[config.mk]
export PLATFORM = sky130hd
export DESIGN_NAME = radix4_seq_mult
export DESIGN_NICKNAME = d
export VERILOG_FILES = /design/src/rtl/radix4_seq_mult.sv
export SDC_FILE = /design/constraint.sdc
export NUM_CORES = 1
export LEC_CHECK = 0
export ABC_AREA = 1
export CAP_MARGIN = 30
export CORE_MARGIN = 2
export CORE_UTILIZATION = 62
export CTS_CLUSTER_DIAMETER = 60
export DETAILED_ROUTE_END_ITERATION = 6
export PLACE_DENSITY = 0.95
export SYNTH_ARGS = -nofsm -noshare
export SYNTH_HDL_FRONTEND = slang
export SYNTH_SLANG_ARGS = --single-unit
[constraint.sdc]
create_clock -name clk_i -period 5.3 [get_ports clk_i]
set_input_delay 0.795 -clock clk_i [delete_from_list [all_inputs] [get_ports clk_i]]
set_output_delay 0.795 -clock clk_i [all_outputs]
set_load 0.02 [all_outputs]
[src/rtl/radix4_seq_mult.sv]
// radix4_seq_mult: sequential radix-4 (modified Booth) multiplier.
// One Booth digit of B is retired per clock; WIDTH/2+1 digits per operation.
// Operands are signed or unsigned per operation (signed_i, sampled on accept).
//
// Ports:
//   clk_i        rising-edge clock
//   rst_i        asynchronous active-high reset
//   valid_i      operands valid
//   ready_o      block can accept operands this cycle
//   A_i, B_i     multiplicand / multiplier, WIDTH bits
//   signed_i     1: two's complement operands, 0: unsigned
//   valid_o      product_o holds a result not yet consumed
//   out_ready_i  consumer accepts the result
//   product_o    2*WIDTH-bit product, held until the next completion
//   busy_o       digits are being processed (CALC)
module radix4_seq_mult #(
    parameter int unsigned WIDTH = 8
) (
    input  logic                   clk_i,
    input  logic                   rst_i,
    input  logic                   valid_i,
    output logic                   ready_o,
    input  logic [WIDTH-1:0]       A_i,
    input  logic [WIDTH-1:0]       B_i,
    input  logic                   signed_i,
    output logic                   valid_o,
    input  logic                   out_ready_i,
    output logic [2*WIDTH-1:0]     product_o,
    output logic                   busy_o
);

    localparam int unsigned EW = WIDTH + 2;        // extended operand width
    localparam int unsigned AW = 2 * WIDTH + 2;    // accumulator width
    localparam int unsigned N  = WIDTH / 2 + 1;    // Booth digits per operation
    localparam int unsigned CW = $clog2(N + 1);    // digit counter width

    generate
        if (WIDTH < 4 || (WIDTH % 2) != 0) begin : g_bad_width
            $error("radix4_seq_mult: WIDTH must be even and >= 4");
        end
    endgenerate

    typedef enum logic [1:0] {
        IDLE = 2'd0,
        CALC = 2'd1,
        DONE = 2'd2
    } state_t;

    state_t          state;
    state_t          state_next;

    logic            accept;
    logic            last_digit;
    logic [EW-1:0]   a_ext;
    logic [EW-1:0]   b_ext;
    logic [AW-1:0]   a_sh;       // Ae sign-extended to AW bits, pre-shifted by 2i
    logic [AW-1:0]   a_dbl;
    logic [EW:0]     b_sh;       // {Be, 1'b0}; bits [2:0] hold the current triplet
    logic [AW-1:0]   pp;
    logic [AW-1:0]   acc;
    logic [AW-1:0]   acc_sum;
    logic [CW-1:0]   cnt;

    // Handshake decode (combinational by definition of the interface)
    always_comb begin
        ready_o    = (state == IDLE) || ((state == DONE) && out_ready_i);
        accept     = valid_i && ready_o;
        last_digit = (state == CALC) && (cnt == CW'(N - 1));
    end

    // Operand extension by sign or zero
    always_comb begin
        a_ext = signed_i ? {{2{A_i[WIDTH-1]}}, A_i} : {2'b00, A_i};
        b_ext = signed_i ? {{2{B_i[WIDTH-1]}}, B_i} : {2'b00, B_i};
    end

    // Booth digit selection and accumulate
    always_comb begin
        a_dbl = {a_sh[AW-2:0], 1'b0};
        pp    = '0;
        unique case (b_sh[2:0])
            3'b001, 3'b010: pp = a_sh;
            3'b011:         pp = a_dbl;
            3'b100:         pp = -a_dbl;
            3'b101, 3'b110: pp = -a_sh;
            default:        pp = '0;
        endcase
        acc_sum = acc + pp;
    end

    // State register
    always_ff @(posedge clk_i or posedge rst_i) begin
        if (rst_i) begin
            state <= IDLE;
        end else begin
            state <= state_next;
        end
    end

    // Next-state logic
    always_comb begin
        state_next = state;
        unique case (state)
            IDLE: if (accept) state_next = CALC;
            CALC: if (last_digit) state_next = DONE;
            DONE: begin
                if (out_ready_i) begin
                    state_next = valid_i ? CALC : IDLE;
                end
            end
            default: state_next = IDLE;
        endcase
    end

    // Datapath and registered status outputs
    always_ff @(posedge clk_i or posedge rst_i) begin
        if (rst_i) begin
            a_sh      <= '0;
            b_sh      <= '0;
            acc       <= '0;
            cnt       <= '0;
            product_o <= '0;
            valid_o   <= 1'b0;
            busy_o    <= 1'b0;
        end else begin
            valid_o <= (state_next == DONE);
            busy_o  <= (state_next == CALC);
            if (accept) begin
                a_sh <= {{WIDTH{a_ext[EW-1]}}, a_ext};
                b_sh <= {b_ext, 1'b0};
                acc  <= '0;
                cnt  <= '0;
            end else if (state == CALC) begin
                acc  <= acc_sum;
                a_sh <= {a_sh[AW-3:0], 2'b00};
                b_sh <= {2'b00, b_sh[EW:2]};
                cnt  <= cnt + CW'(1);
                // Top two accumulator bits are only needed during the sum
                if (last_digit) begin
                    product_o <= acc_sum[2*WIDTH-1:0];
                end
            end
        end
    end

endmodule

==> Word level (Yosys, flattened, before mapping) <==
Cells that the tools add are included.
{ "op_classes": {"n_eq_ne": 11, "n_mux": 16, "magnitude_cmp": 0, "div": 0, "mul": 0, "n_shift": 0, "reduce_logical": 9, "add_sub_neg": 4, "bitwise_logic": 1} }
{ "ops": {"columns": ["op", "n"], "rows": [
  ["2-to-1 mux 18 bit", 4],
  ["case mux 18 bit (4 select lines)", 1],
  ["negator 18 bit", 2],
  ["2-to-1 mux 11 bit", 2],
  ["2-to-1 mux 10 bit", 2],
  ["adder 18 bit", 1],
  ["equality test 3 bit, second input constant", 4],
  ["equality test 3 x 2 -> 1 bit, second input constant", 2],
  ["2-to-1 mux 2 bit", 3],
  ["2-to-1 mux 3 bit", 2],
  ["case mux 2 bit (3 select lines)", 1],
  ["equality test 2 x 1 -> 1 bit, second input constant", 2],
  ["equality test 2 bit, second input constant", 2],
  ["OR reduction 2 bit", 2],
  ["adder 3 x 1 -> 3 bit, second input constant", 1],
  ["equality test 3 x 1 -> 1 bit, second input constant", 1],
  ["logical AND 1 bit", 3],
  ["AND reduction 3 bit", 1],
  ["zero test 2 bit", 1],
  ["nonzero test 2 bit", 1],
  ["logical OR 1 bit", 1],
  ["2-to-1 mux 1 bit", 1],
  ["NOT 1 bit", 1]
]} }
{ "word_totals": {"ram_bits": 0, "latchBits": 0, "memories": 0, "ff_bits": 70, "input_bits": 21, "wordCells": 49, "mem_bits_ro": 0} }

==> Depth between registers and ports, before layout <==
{ "depth": {"ltp_word": 7, "depth_mapped": 19, "ltp_nobuf": 19} }

==> Worst setup path after synthesis <==
Ideal clock, no wire load.
{ "synth_path": {"path_type": "flip-flop to flip-flop", "from": "reg a_sh[1]", "to": "reg acc[10]", "required_ns": 5.183, "setup_slack_ns": 2.603, "arrival_ns": 2.579, "stages_incl_launch_ff": 15, "synth_period_minus_slack_ns": 2.697, "setup_ns": 0.117, "path_buffers": 0, "cell_sequence": "dfrtp_1 inv_2 ha_1 nand3_4 nor3_1 xor2_1 a221o_1 ha_1 a21oi_1 o21ai_0 a21oi_1 o21bai_1 or2_1 nand3_1 nand2_1"} }
{ "synth_via": {"elab_chain_cells": 5, "elab_cells_between_ends": 6, "cone_classes": "add/sub (3); mux (3)"} }
{ "synth_rtl": {"columns": ["item", "line_no", "source"], "rows": [
  ["start: declaration", "56", "logic [AW-1:0] a_sh;"],
  ["start signal: assignment", "129", "a_sh <= {{WIDTH{a_ext[EW-1]}}, a_ext};"],
  ["start signal: assignment", "135", "a_sh <= {a_sh[AW-3:0], 2'b00};"],
  ["negator 18 bit (on tied branches)", "85, 84", null],
  ["case mux 18 bit (4 select lines) *", "81", "unique case (b_sh[2:0])"],
  ["adder 18 bit *", "88", "acc_sum = acc + pp;"],
  ["2-to-1 mux 18 bit *", "133", "end else if (state == CALC) begin"],
  ["2-to-1 mux 18 bit *", "128", "if (accept) begin"],
  ["end signal: assignment", "134", "acc <= acc_sum;"],
  ["end: declaration", "60", "logic [AW-1:0] acc;"]
]} }
Mark *: on every way between the ends. The rest lies on a longest branch, timed or not. The select of a mux whose other input is x is not followed.
A chain may end at the register's enable or synchronous reset.

==> Worst setup path after layout <==
{ "layout_path": {"from": "reg a_sh[0]", "to": "reg acc[15]"} }
Same word-level chain as after synthesis.

==> impl_metrics.json <==
{
  "drt_iter0_drc": 206,
  "met1_usage_pct": 32.7,
  "cts_setup_buffers": 0,
  "antenna_found_initial": 0,
  "whs_ns": 0.480,
  "wl_um": 9420,
  "r2r_setup_slack_ns": 2.07,
  "die_w_um": 84.8,
  "grt_pass1_wl_um": 16200,
  "vias": 3520,
  "synth-xor-area-share_pct": 4.33,
  "wl_per_cell_um": 15.3,
  "tritoncts": "yes",
  "period_minus_slack_ns": 3.23,
  "syn_nets": 536,
  "slew_headroom_pct": 36.6,
  "area_delta_synth_final_pct": 15.8,
  "htreeDepth": 3,
  "fp-row-count": 29,
  "drive_gt1_share_pct": 9.48,
  "clk_latency_ns": 0.35,
  "grt_pass1_vias": 3651,
  "rsz0062_at_grt": "false",
  "ys_types": 46,
  "track_usage_pct": 28.2,
  "die_y_um": 84.8,
  "yosys.area_share.simple_pct": 27.1,
  "min_path_type": "flop to flop",
  "floorplan.initialDensity_pct": 64.0,
  "core_area_um2": 6310,
  "n_antenna_cell": 0,
  "finalSetupTns_ns": 0,
  "crit_arrival_ns": 3.47,
  "grt_max_degree": 66,
  "dr.pass1.iters": 5,
  "drv_slew": 0,
  "synth_area_leaders": "dfrtp_1 (40%), nand2_1 (13%), ha_1 (5.6%), nand3_1 (4.3%), inv_1 (4.0%)",
  "crit_required_ns": 5.53,
  "synthMuxAreaShare_pct": 0,
  "cts-buffers-inserted": 9,
  "vias_per_cell": 5.72,
  "slowest_delay_ns": 0.38,
  "synth_area_um2": 4040,
  "grt.busiest_layer": "met2",
  "dpl.cell_count": 599,
  "clk_pin_slew_worst_paths_ns": 0.07,
  "finalWeightedCongestion": 0.896,
  "layout_common_cells": "nand2_1 (144), dfrtp_1 (65), inv_1 (42), clkdlybuf4s50_1 (39), nand3_1 (35)",
  "fin_worst_skew_ns": 0.0113,
  "syn_inst": 496,
  "critical_path_buf_inv_count": 3,
  "crit_chain": "clkinv_2 -> ha_1 -> nand3_4 -> xor2_1 -> inv_1 -> a221oi_1 -> o21ai_0 -> ha_1 -> a21o_1 -> a21boi_2 -> nand2_2 -> nand3_1 -> nand3_1 -> inv_1 -> nand2_1 -> nand3_1 -> nand2_1",
  "cts_buffer_depth": 2,
  "synthAdderAreaFrac_pct": 6.07,
  "synth_seq_cells": 65,
  "setup_viol": 0,
  "synth_top_family_by_area": "simple AND/OR/NAND/NOR gates",
  "fill_cells": 456,
  "nets": 573,
  "synth_area_per_cell_um2": 8.15,
  "timing.fmax_ghz": 0.309,
  "crit_path_top_delay_cell": "ha_1",
  "synth_edf_count": 0,
  "cts.repair.resized": 0,
  "ys.flop_type": "dfrtp_1",
  "io-pin-count": 40,
  "port_buffers": 39,
  "drv_cap": 0,
  "yosys_warnings": 0,
  "cpMostUsedCell": "nand3_1",
  "fin_cells": 615,
  "status": "finished clean",
  "yosysSeqAreaShare_pct": 40.2,
  "worstSetupPathType": "flop to flop",
  "grt-ovfl-total": 0,
  "hold_violations": 0,
  "dieArea_um2": 7180,
  "async_reset_ff_share_pct": 100,
  "cp_max_fo": 5,
  "yosysTopAreaCell": "dfrtp_1",
  "crit_family": "compound AO/OA/AOI/OAI gates",
  "grtUsageMet3_pct": 5.01,
  "holdBufCountCts": 0,
  "root_buffer": "clkbuf_8",
  "use_met2_pct": 49.8,
  "drc": 0,
  "min_period_over_period_pct": 61.0,
  "synth_compound_area_share_pct": 15.3,
  "dp_hpwl_um": 6880,
  "tightest_slew_ns": 0.948,
  "synth_top_area_share_pct": 40.2,
  "cp-start-kind": "flop",
  "antenna_left": 0,
  "crit_path_end_kind": "flop",
  "layout_commonest_cell": "nand2_1",
  "cts_num_sinks": 65
}
==> flip-flops by register name, indices dropped and copies added, names as in the netlist <==
signal / flops
valid_o: 1
a_sh: 16
product_o: 16
cnt: 3
acc: 16
b_sh: 10
state: 2
busy_o: 1
==> path summary, 6_finish.rpt <==
check / cells past startpoint / end / from
worst max-delay path: 17 / acc[15] / a_sh[0]
worst min-delay path: 2 / product_o[2] / product_o[2]
worst max register to register: 17 / acc[15] / a_sh[0]
worst min register to register: 2 / product_o[2] / product_o[2]
max in group asynchronous: 3 / b_sh[4] / rst_i
min in group asynchronous: 3 / product_o[13] / rst_i
==> worst register-to-register path: cells and delay by family, from the launching register on <==
family,cells,cell delay [ns]
buffers and inverters,3,0.30
flip-flops,1,0.36
AO/OA/AOI/OAI,4,0.91
adder cells (fa/ha/maj),2,0.66
XOR/XNOR,1,0.17
AND/OR/NAND/NOR,7,0.74
==> cells in the mapped netlist, drive strengths merged (3+ instances only) <==
cell and instances:
a21o 3, a21oi 11, a221o 3, a22oi 3, buf 9, clkbuf 7
dfrtp 65, ha 18, inv 49, nand2 151, nand3 42, nand3b 4
nor2 31, nor3 4, o2111ai 5, o211ai 7, o21ai 26, o221ai 13
o22ai 7, or2 3, xnor2 5, xor2 15
==> area by class of cell <==
class / instances / area, µm² / share of cell area, %
Timing Repair Buffer: 42 / 413 / 8.82
Multi-Input combinational cell: 365 / 2130 / 45.6
Clock buffer: 14 / 163 / 3.47
Clock inverter: 2 / 60.1 / 1.28
Inverter: 50 / 191 / 4.09
Sequential cell: 65 / 1630 / 34.7
Tap cell: 77 / 96.3 / 2.06
==> metal layers <==
layer	vias up	part of all wire (%)	wire length, µm
met4	0	2.3	219
met1	1638	40	3810
met3	20	6.3	596
li1	1746	-	-
met2	116	51	4800
met5	-	0	0
==> kinds of logic (layout without fill, tap and decap cells) <==
family	Yosys count	in the layout
simple gates	237	237
compound gates	89	89
buf+inv	66	108
flops	65	65
xor+xnor	20	20
fa+ha+maj	19	19
==> through the flow <==
stage	utilization, %	area [µm²]	worst slack [ns]
final	74.2	4680	2.07
after global routing	74.2	4680	1.84
after CTS	74.2	4680	2.12
after detailed placement	70.7	4460	2.06
after global placement	70.7	4460	2.15
after floorplan	-	4040	2.60
Power is left out: the tool's default activity adds up to more than one toggle a clock period on the data nets, which glitch-free logic cannot reach.
